==> src/rtl/opb_register_ppc2simulink_if.sv <==
// OPB slave-side bus bundle for the PPC-to-fabric register.
// Bit numbering follows OPB big-endian convention: index 0 is the MSB.
interface opb_register_ppc2simulink_if;
    logic [0:31] OPB_ABus;
    logic [0:3]  OPB_BE;
    logic [0:31] OPB_DBus;
    logic        OPB_RNW;
    logic        OPB_select;
    logic        OPB_seqAddr;
    logic [0:31] Sl_DBus;
    logic        Sl_xferAck;
    logic        Sl_errAck;
    logic        Sl_retry;
    logic        Sl_toutSup;

    modport master (
        output OPB_ABus, OPB_BE, OPB_DBus, OPB_RNW, OPB_select, OPB_seqAddr,
        input  Sl_DBus, Sl_xferAck, Sl_errAck, Sl_retry, Sl_toutSup
    );

    modport slave (
        input  OPB_ABus, OPB_BE, OPB_DBus, OPB_RNW, OPB_select, OPB_seqAddr,
        output Sl_DBus, Sl_xferAck, Sl_errAck, Sl_retry, Sl_toutSup
    );
endinterface

==> src/rtl/opb_register_ppc2simulink.sv <==
// OPB write register feeding user fabric: byte-lane writable DATA word at
// offset 0x0, read-only update counter at 0x4, one-cycle strobe per update.
module opb_register_ppc2simulink #(
    parameter logic [31:0] C_BASEADDR   = 32'h0000_0000,
    parameter logic [31:0] C_HIGHADDR   = 32'h0000_00FF,
    parameter int          C_OPB_AWIDTH = 32,
    parameter int          C_OPB_DWIDTH = 32,
    parameter              C_FAMILY     = "virtex5",
    parameter logic [31:0] C_INIT_VALUE = 32'h0000_0000
) (
    input  logic                          OPB_Clk,
    input  logic                          OPB_Rst,
    opb_register_ppc2simulink_if.slave    bus,
    output logic [31:0]                   user_data_out,
    output logic                          user_data_valid
);

    typedef enum logic [1:0] {
        ST_IDLE = 2'd0,
        ST_ACK  = 2'd1,
        ST_GAP  = 2'd2
    } state_t;

    state_t                    state_r;
    logic                      ack_r;
    logic                      valid_r;
    logic [C_OPB_DWIDTH-1:0]   rdata_r;
    logic [31:0]               data_r;
    logic [31:0]               updcnt_r;

    logic [C_OPB_AWIDTH-1:0]   abus_s;
    logic [C_OPB_DWIDTH-1:0]   wdata_s;
    logic [3:0]                be_s;
    logic [C_OPB_AWIDTH:0]     low_diff_s;
    logic [C_OPB_AWIDTH:0]     high_diff_s;
    logic                      in_window_s;
    logic                      hit_s;
    logic [C_OPB_AWIDTH-1:0]   offset_s;
    logic [C_OPB_AWIDTH-3:0]   word_ofs_s;
    logic                      sel_data_s;
    logic                      sel_cnt_s;
    logic                      update_s;
    logic [31:0]               read_mux_s;
    logic                      unused_s;

    // Merge enabled byte lanes of new data into the held word; be[3] is the MS byte.
    function automatic logic [31:0] merge_bytes(
        input logic [31:0] old_word,
        input logic [31:0] new_word,
        input logic [3:0]  be
    );
        logic [31:0] res;
        res = old_word;
        for (int i = 0; i < 4; i++) begin
            if (be[i]) begin
                res[8*i +: 8] = new_word[8*i +: 8];
            end else begin
                res[8*i +: 8] = old_word[8*i +: 8];
            end
        end
        return res;
    endfunction

    // Leftmost-to-leftmost assignment maps OPB bit 0 onto bit 31.
    assign abus_s  = bus.OPB_ABus;
    assign wdata_s = bus.OPB_DBus;
    assign be_s    = bus.OPB_BE;

    // Window bounds via borrow bits so a zero base does not collapse into a constant compare.
    assign low_diff_s  = {1'b0, abus_s} - {1'b0, C_BASEADDR};
    assign high_diff_s = {1'b0, C_HIGHADDR} - {1'b0, abus_s};
    assign in_window_s = ~low_diff_s[C_OPB_AWIDTH] & ~high_diff_s[C_OPB_AWIDTH];
    assign hit_s       = bus.OPB_select & in_window_s;

    assign offset_s    = abus_s - C_BASEADDR;
    assign word_ofs_s  = offset_s[C_OPB_AWIDTH-1:2];
    assign sel_data_s  = (word_ofs_s == 30'd0);
    assign sel_cnt_s   = (word_ofs_s == 30'd1);
    assign update_s    = sel_data_s & (|be_s);

    assign unused_s = ^{bus.OPB_seqAddr, offset_s[1:0], |C_FAMILY};

    // Read data selection for the mapped offsets.
    always_comb begin
        read_mux_s = 32'h0000_0000;
        if (sel_data_s) begin
            read_mux_s = data_r;
        end else if (sel_cnt_s) begin
            read_mux_s = updcnt_r;
        end else begin
            read_mux_s = 32'h0000_0000;
        end
    end

    // Transfer FSM with registered bus and user outputs; reset wins over any hit.
    always_ff @(posedge OPB_Clk) begin
        if (OPB_Rst) begin
            state_r  <= ST_IDLE;
            ack_r    <= 1'b0;
            valid_r  <= 1'b0;
            rdata_r  <= 32'h0000_0000;
            data_r   <= C_INIT_VALUE;
            updcnt_r <= 32'h0000_0000;
        end else begin
            case (state_r)
                ST_IDLE: begin
                    if (hit_s) begin
                        state_r <= ST_ACK;
                        ack_r   <= 1'b1;
                        if (bus.OPB_RNW) begin
                            rdata_r <= read_mux_s;
                            valid_r <= 1'b0;
                        end else begin
                            rdata_r <= 32'h0000_0000;
                            if (update_s) begin
                                data_r   <= merge_bytes(data_r, wdata_s, be_s);
                                updcnt_r <= updcnt_r + 32'd1;
                                valid_r  <= 1'b1;
                            end else begin
                                valid_r  <= 1'b0;
                            end
                        end
                    end else begin
                        ack_r   <= 1'b0;
                        valid_r <= 1'b0;
                        rdata_r <= 32'h0000_0000;
                    end
                end
                ST_ACK: begin
                    state_r <= ST_GAP;
                    ack_r   <= 1'b0;
                    valid_r <= 1'b0;
                    rdata_r <= 32'h0000_0000;
                end
                ST_GAP: begin
                    // Select may still be high from the finished transfer; ignore it here.
                    state_r <= ST_IDLE;
                    ack_r   <= 1'b0;
                    valid_r <= 1'b0;
                    rdata_r <= 32'h0000_0000;
                end
                default: begin
                    state_r <= ST_IDLE;
                    ack_r   <= 1'b0;
                    valid_r <= 1'b0;
                    rdata_r <= 32'h0000_0000;
                end
            endcase
        end
    end

    assign bus.Sl_DBus     = rdata_r;
    assign bus.Sl_xferAck  = ack_r;
    assign bus.Sl_errAck   = 1'b0;
    assign bus.Sl_retry    = 1'b0;
    assign bus.Sl_toutSup  = 1'b0;
    assign user_data_out   = data_r;
    assign user_data_valid = valid_r;

endmodule

==> src/flat_wrapper.sv <==
// flat-port wrapper written by rule: the top's interface ports become plain ports
module opb_register_ppc2simulink_flat 
#(
    parameter logic [31:0] C_BASEADDR   = 32'h0000_0000,
    parameter logic [31:0] C_HIGHADDR   = 32'h0000_00FF,
    parameter int          C_OPB_AWIDTH = 32,
    parameter int          C_OPB_DWIDTH = 32,
    parameter              C_FAMILY     = "       ",
    parameter logic [31:0] C_INIT_VALUE = 32'h0000_0000
)
  (OPB_Clk, OPB_Rst, user_data_out, user_data_valid, bus_OPB_ABus, bus_OPB_BE, bus_OPB_DBus, bus_OPB_RNW, bus_OPB_select, bus_OPB_seqAddr, bus_Sl_DBus, bus_Sl_xferAck, bus_Sl_errAck, bus_Sl_retry, bus_Sl_toutSup);
  opb_register_ppc2simulink_if bus_i ();
  input  logic OPB_Clk;
  input  logic OPB_Rst;
  output logic [31:0] user_data_out;
  output logic user_data_valid;
  input wire logic [$bits(bus_i.OPB_ABus)-1:0] bus_OPB_ABus;
  input wire logic [$bits(bus_i.OPB_BE)-1:0] bus_OPB_BE;
  input wire logic [$bits(bus_i.OPB_DBus)-1:0] bus_OPB_DBus;
  input wire logic [$bits(bus_i.OPB_RNW)-1:0] bus_OPB_RNW;
  input wire logic [$bits(bus_i.OPB_select)-1:0] bus_OPB_select;
  input wire logic [$bits(bus_i.OPB_seqAddr)-1:0] bus_OPB_seqAddr;
  output wire logic [$bits(bus_i.Sl_DBus)-1:0] bus_Sl_DBus;
  output wire logic [$bits(bus_i.Sl_xferAck)-1:0] bus_Sl_xferAck;
  output wire logic [$bits(bus_i.Sl_errAck)-1:0] bus_Sl_errAck;
  output wire logic [$bits(bus_i.Sl_retry)-1:0] bus_Sl_retry;
  output wire logic [$bits(bus_i.Sl_toutSup)-1:0] bus_Sl_toutSup;
  assign bus_i.OPB_ABus = bus_OPB_ABus;
  assign bus_i.OPB_BE = bus_OPB_BE;
  assign bus_i.OPB_DBus = bus_OPB_DBus;
  assign bus_i.OPB_RNW = bus_OPB_RNW;
  assign bus_i.OPB_select = bus_OPB_select;
  assign bus_i.OPB_seqAddr = bus_OPB_seqAddr;
  assign bus_Sl_DBus = bus_i.Sl_DBus;
  assign bus_Sl_xferAck = bus_i.Sl_xferAck;
  assign bus_Sl_errAck = bus_i.Sl_errAck;
  assign bus_Sl_retry = bus_i.Sl_retry;
  assign bus_Sl_toutSup = bus_i.Sl_toutSup;
  opb_register_ppc2simulink #(.C_BASEADDR(C_BASEADDR), .C_HIGHADDR(C_HIGHADDR), .C_OPB_AWIDTH(C_OPB_AWIDTH), .C_OPB_DWIDTH(C_OPB_DWIDTH), .C_FAMILY(C_FAMILY), .C_INIT_VALUE(C_INIT_VALUE)) u_core (.OPB_Clk(OPB_Clk), .OPB_Rst(OPB_Rst), .bus(bus_i), .user_data_out(user_data_out), .user_data_valid(user_data_valid));
endmodule
==> config.mk <==
export PLATFORM = sky130hd
export DESIGN_NAME = opb_register_ppc2simulink_flat
export DESIGN_NICKNAME = d
export VERILOG_FILES = /design/src/rtl/opb_register_ppc2simulink_if.sv /design/src/rtl/opb_register_ppc2simulink.sv /design/src/flat_wrapper.sv
export SDC_FILE = /design/constraint.sdc
export NUM_CORES = 1
export LEC_CHECK = 0
export ABC_AREA = 1
export CORE_UTILIZATION = 35
export DETAILED_ROUTE_END_ITERATION = 16
export PLACE_DENSITY = 0.61
export SLEW_MARGIN = 40
export SYNTH_ARGS = -nofsm -noshare
export SYNTH_HDL_FRONTEND = slang
export SYNTH_SLANG_ARGS = --single-unit
==> constraint.sdc <==
create_clock -name OPB_Clk -period 1.7 [get_ports OPB_Clk]
set_clock_uncertainty 0.05 [all_clocks]
set_input_delay 0.34 -clock OPB_Clk [delete_from_list [all_inputs] [get_ports OPB_Clk]]
set_output_delay 0.34 -clock OPB_Clk [all_outputs]
set_load 0.05 [all_outputs]
## Yosys cells after proc, flatten, opt, wreduce, memory -nomap -nowiden

Index checks and enable logic that the tools add are counted.

- Register bits: 100
- Input port bits: 73

- $add $sub $neg: 2
- Equality and inequality tests: 3
- Muxes and demuxes: 6
- Bitwise gates (word level): 6
- Reductions and logical operators: 11

Operators by type and width:

| kind | count |
|---|---|
| 32-bit 2-to-1 mux | 2 |
| 8-bit by 32-bit subtractor with 33-bit output (first input constant) | 1 |
| 32-bit by 1-bit adder with 32-bit output (second input constant) | 1 |
| 30-bit by 1-bit == test with 1-bit output (second input constant) | 1 |
| 30-bit zero test | 1 |
| 5-bit AND reduction | 4 |
| 4-bit OR reduction | 3 |
| 1-bit inverter | 4 |
| 2-bit one-hot mux with 2 select lines | 1 |
| 4-bit AND reduction | 1 |
| 1-bit bitwise AND | 2 |
| 2-bit by 1-bit == test with 1-bit output (second input constant) | 1 |
| 2-bit zero test | 1 |
| 1-bit 2-to-1 mux | 2 |
| 2-bit 2-to-1 mux | 1 |
| 2-bit by 1-bit inequality test with 1-bit output (second input constant) | 1 |
| 2-bit OR reduction | 1 |

## Longest topological paths before layout

- Depth after elaboration: 5
- Depth in mapped cells: 11
- Mapped depth without buffers: 10

## Worst setup path after synthesis

OpenSTA, ideal clock, no wires.

- Kind: input -> register
- Start: input port bus_OPB_ABus[9]
- End: register u_core.updcnt_r[20]
- Arrival: 1.487 ns
- Setup slack: 0.047 ns
- Stages: 10
- Path through: nor2_1 -> inv_1 -> nor2_1 -> nand2_2 -> nor2_8 -> buf_6 -> buf_6 -> nand3_1 -> o21ai_0 -> nor2_1

- Longest elaborated chain between the ends: 4
- Elaborated cells between the ends (all ways): 6
- Classes of those cells: add/sub (1); bitwise (3); reduce/logical (2)

RTL lines:

| item | RTL line | text |
|---|---|---|
| start: declaration | flat_wrapper.sv:17 | `input wire logic [$bits(bus_i.OPB_ABus)-1:0] bus_OPB_ABus;` |
| 8-bit by 32-bit subtractor with 33-bit output | opb_register_ppc2simulink.sv:71 | `assign high_diff_s = {1'b0, C_HIGHADDR} - {1'b0, abus_s};` |
| 1-bit inverter | opb_register_ppc2simulink.sv:72 | `assign in_window_s = ~low_diff_s[C_OPB_AWIDTH] & ~high_diff_s[C_OPB_AWIDTH];` |
| 1-bit bitwise AND | opb_register_ppc2simulink.sv:73 | `assign hit_s = bus.OPB_select & in_window_s;` |
| 4-bit AND reduction (no line) * | -- |  |
| end signal: assignment | opb_register_ppc2simulink.sv:117 | `updcnt_r <= updcnt_r + 32'd1;` |
| end: declaration | opb_register_ppc2simulink.sv:29 | `logic [31:0] updcnt_r;` |

Every way passes the cells marked *; elsewhere a longest branch is shown, timed or not.
A chain may end at the register's enable or synchronous reset.

## Final worst setup path

- Start: register u_core.state_r[0]
- End: register u_core.updcnt_r[9]

- Longest elaborated chain between the ends: 2

RTL lines:

| item | RTL line | text |
|---|---|---|
| start: declaration | opb_register_ppc2simulink.sv:24 | `state_t state_r;` |
| start signal: assignment | opb_register_ppc2simulink.sv:98 | `state_r <= ST_IDLE;` |
| start signal: assignment | opb_register_ppc2simulink.sv:108 | `state_r <= ST_ACK;` |
| start signal: assignment | opb_register_ppc2simulink.sv:130 | `state_r <= ST_GAP;` |
| 2-bit zero test | opb_register_ppc2simulink.sv:105 | `case (state_r)` |
| 4-bit AND reduction (no line) | -- |  |

No other way between the ends.

==> results.md <==
- P_leak: 3.32 nW
- Inst Count DP: 1,048
- EDFF count, synth: 0
- Post-DRT Antenna Nets: 0
- # rows: 42
- PnR worst setup slack: 0.0553 ns
- Clock Path Buffers: 2
- Final Cycle Share: 0.967
- Worst skew pair latency: 0.35 ns
- RSZ-0062 raised after global routing: yes
- Synth top area cells: dfxtp_1 42%, nand2_1 15%, nor2_1 13%
- HPWL Detailed: roughly 9400 um
- GR Layer Usage met1: 0.229
- Reg clk slew, reported paths: 0.07 ns
- Final Cell Area: 7290 um2
- Met3 usage: 0.0333
- R2R Setup Slk: approximately 0.055 ns
- RD Place Congestion: 0.873
- Post-Place Setup Slack: -0.519 ns
- Achievable clock frequency: 608 MHz
- Largest net degree at the start of global routing: 37
- Routed WL: about 14,000 um
- Dominant synthesized flop cell: dfxtp_1
- Final hold violation count: 0
- Initial DRC count: 287
- Total power: 4.69 mW
- Max-slew violations: 0
- Final Util: 0.551
- Non-filler cells, final: 1,084
- Power per Cell Area: 644 nW/um2
- Gr usage total: 0.194
- Global route hottest layer: met2
- Outcome: completed
- Area Overhead vs Synth: 54.0%
- Layout cells sized above 1: 0.239
- Max Cap Violations: 0
- CORE AREA: 13,200 um2
- Worst Path Arrival: 1.84 ns
- Total grt overflow: 0
- Kind of critical path: reg -> reg
- Setup TNS Final: 0 ns
- Detailed-route vias per instance: about 4.6
- Die H: ~120 um
- Gate Count Post-Synth: 727
- Area of the multi-input gates: 2540 um2
- H-tree Lvls: 3
- Final min period: 1.64 ns
- Yosys top cell area share: 0.423
- Post-synthesis sequential area ratio: 0.423
- Vias in the first global route: 4,769
- Post-Syn Area: approximately 4700 um2
- # DRC: 0
- Met2 Resource Use GR: 0.345
- Synth warn: 0
- Yosys cell types: 25
- First-pass GRT wire length: 21,800 um
- Hold Path Class: in -> reg
- Ant. Diodes: 0
- Initial antenna violation count: 0
- CTS sink cnt: 100
- Storage cell area: 2010 um2
- First-pass DRT Iterations: 4
- CTS tree: built
- CP required: around 1.9 ns
- #FFs+latches synth: 100
- Avg Cell Area, Syn: 6.51 um2
- Worst hold slack: 0.386 ns
- Wire per inst: about 13 um
- Crit. End Element: register
- Worst Setup Start Kind: register
- # port buffers: 135
- Area of placed instances: approximately 6400 um2
- Initial Utilization: 0.358
- Hold buffers post-CTS: 0
- Total CTS buffers: 9
- Total number of vias: 5,023
- Die Width: around 120 um
- Fill cells: 1,292
- Die area: 14,000 um2
- Root buffer cell: clkbuf_16
- Fin nets: 977
- Ys async rst share: 0
- Leading area contributor after synthesis: dfxtp_1
- Critical Path Fanout Max: 14
- Peak VDD IR: 0.561 mV
- Final setup viols: 0
- Io pins: 142
cells by family after synthesis:
logic type,Yosys count,synth area share
simple gates,444,0.398
buf+inv,124,0.113
flops,100,0.423
compound gates,57,0.0629
fa+ha+maj,1,0.00264
other cells,1,0.000792
critical path, cell delays in order, from the launching register on:
cell,delay (ns)
dfxtp_2,0.33
nor2_2,0.12
nand2_2,0.08
nor2_4,0.14
nand2_4,0.09
nor2_8,0.18
buf_8,0.18
nand3_1,0.10
o21ai_0,0.19
nor2_1,0.06
where the power goes:
part	switching, mW	leakage [nW]	internal (mW)
Combinational	0.114	2.36	0.166
Clock	0.892	0.147	1.18
Sequential	0.00000000141	0.808	2.34
Total	1.01	3.32	3.69
cells in the mapped netlist, types with 2 or more instances:
cell type  number
nand3_4         4
inv_2           2
nor3_1          7
nand2_1       188
nor2_8          2
inv_1          92
buf_1           2
a21oi_1        38
clkbuf_1        7
nand4_1         8
dfxtp_1       100
buf_6           5
buf_2          12
o21bai_1        5
nand3_1        67
nor2_1        164
o21ai_0        13
buf_4           4
cell type report:
type / instances / share of cell area
multi-input combinational: 509 / 0.348
sequential: 100 / 0.275
timing repair buffer: 189 / 0.257
clock buffer: 12 / 0.0338
clock inverter: 4 / 0.00669
inverter: 94 / 0.0484
tap: 176 / 0.0302
what timing repair did:
item	CTS	global route
setup endpoints to repair	86	96
gates cloned	4	5
pin swaps	25	45
gates resized for setup	43	96
setup buffers	4	8
cells in the final DEF, fill, tap and decap left out, drive strengths merged:
| cell type | instances |
|---|---|
| nand2 | 190 |
| nor2 | 168 |
| buf | 116 |
| dfxtp | 100 |
| inv | 94 |
| nand3 | 75 |
| a21oi | 38 |
| clkdlybuf4s50 | 35 |
| dlymetal6s2s | 22 |
| clkbuf | 16 |
| o21ai | 14 |
| dlygate4sd2 | 12 |
| nand4 | 8 |
| nor3 | 7 |
| o21bai | 5 |
| conb | 3 |
| clkinv | 3 |
| ha | 1 |
| bufinv | 1 |
flip-flops by register name, summed over array words and instances, names as in the netlist:
signal                  flops
u_core.updcnt_r            32
u_core.bus.Sl_DBus         32
u_core.user_data_out       32
u_core.bus.Sl_xferAck       1
u_core.state_r              2
u_core.user_data_valid      1
final timing paths:
kind | from | to | cells after the start
hold / removal | bus_OPB_ABus[21] | u_core.bus.Sl_xferAck$_SDFF_PP0_ | 6
setup / recovery | u_core.state_r[0]$_SDFFE_PP0P_ | u_core.updcnt_r[9]$_SDFFE_PP0P_ | 9
hold reg to reg | u_core.state_r[1]$_SDFFE_PP0P_ | u_core.state_r[1]$_SDFFE_PP0P_ | 1
setup reg to reg | u_core.state_r[0]$_SDFFE_PP0P_ | u_core.updcnt_r[9]$_SDFFE_PP0P_ | 9
metal layers:
metal  vias to the layer above  routed length, um
met1                      2291               6070
met3                        24                617
met4                         0                297
li1                       2596                  -
met5                         -                  0
met2                       112               7340
Note: power is estimated with default switching activity, not from simulation.
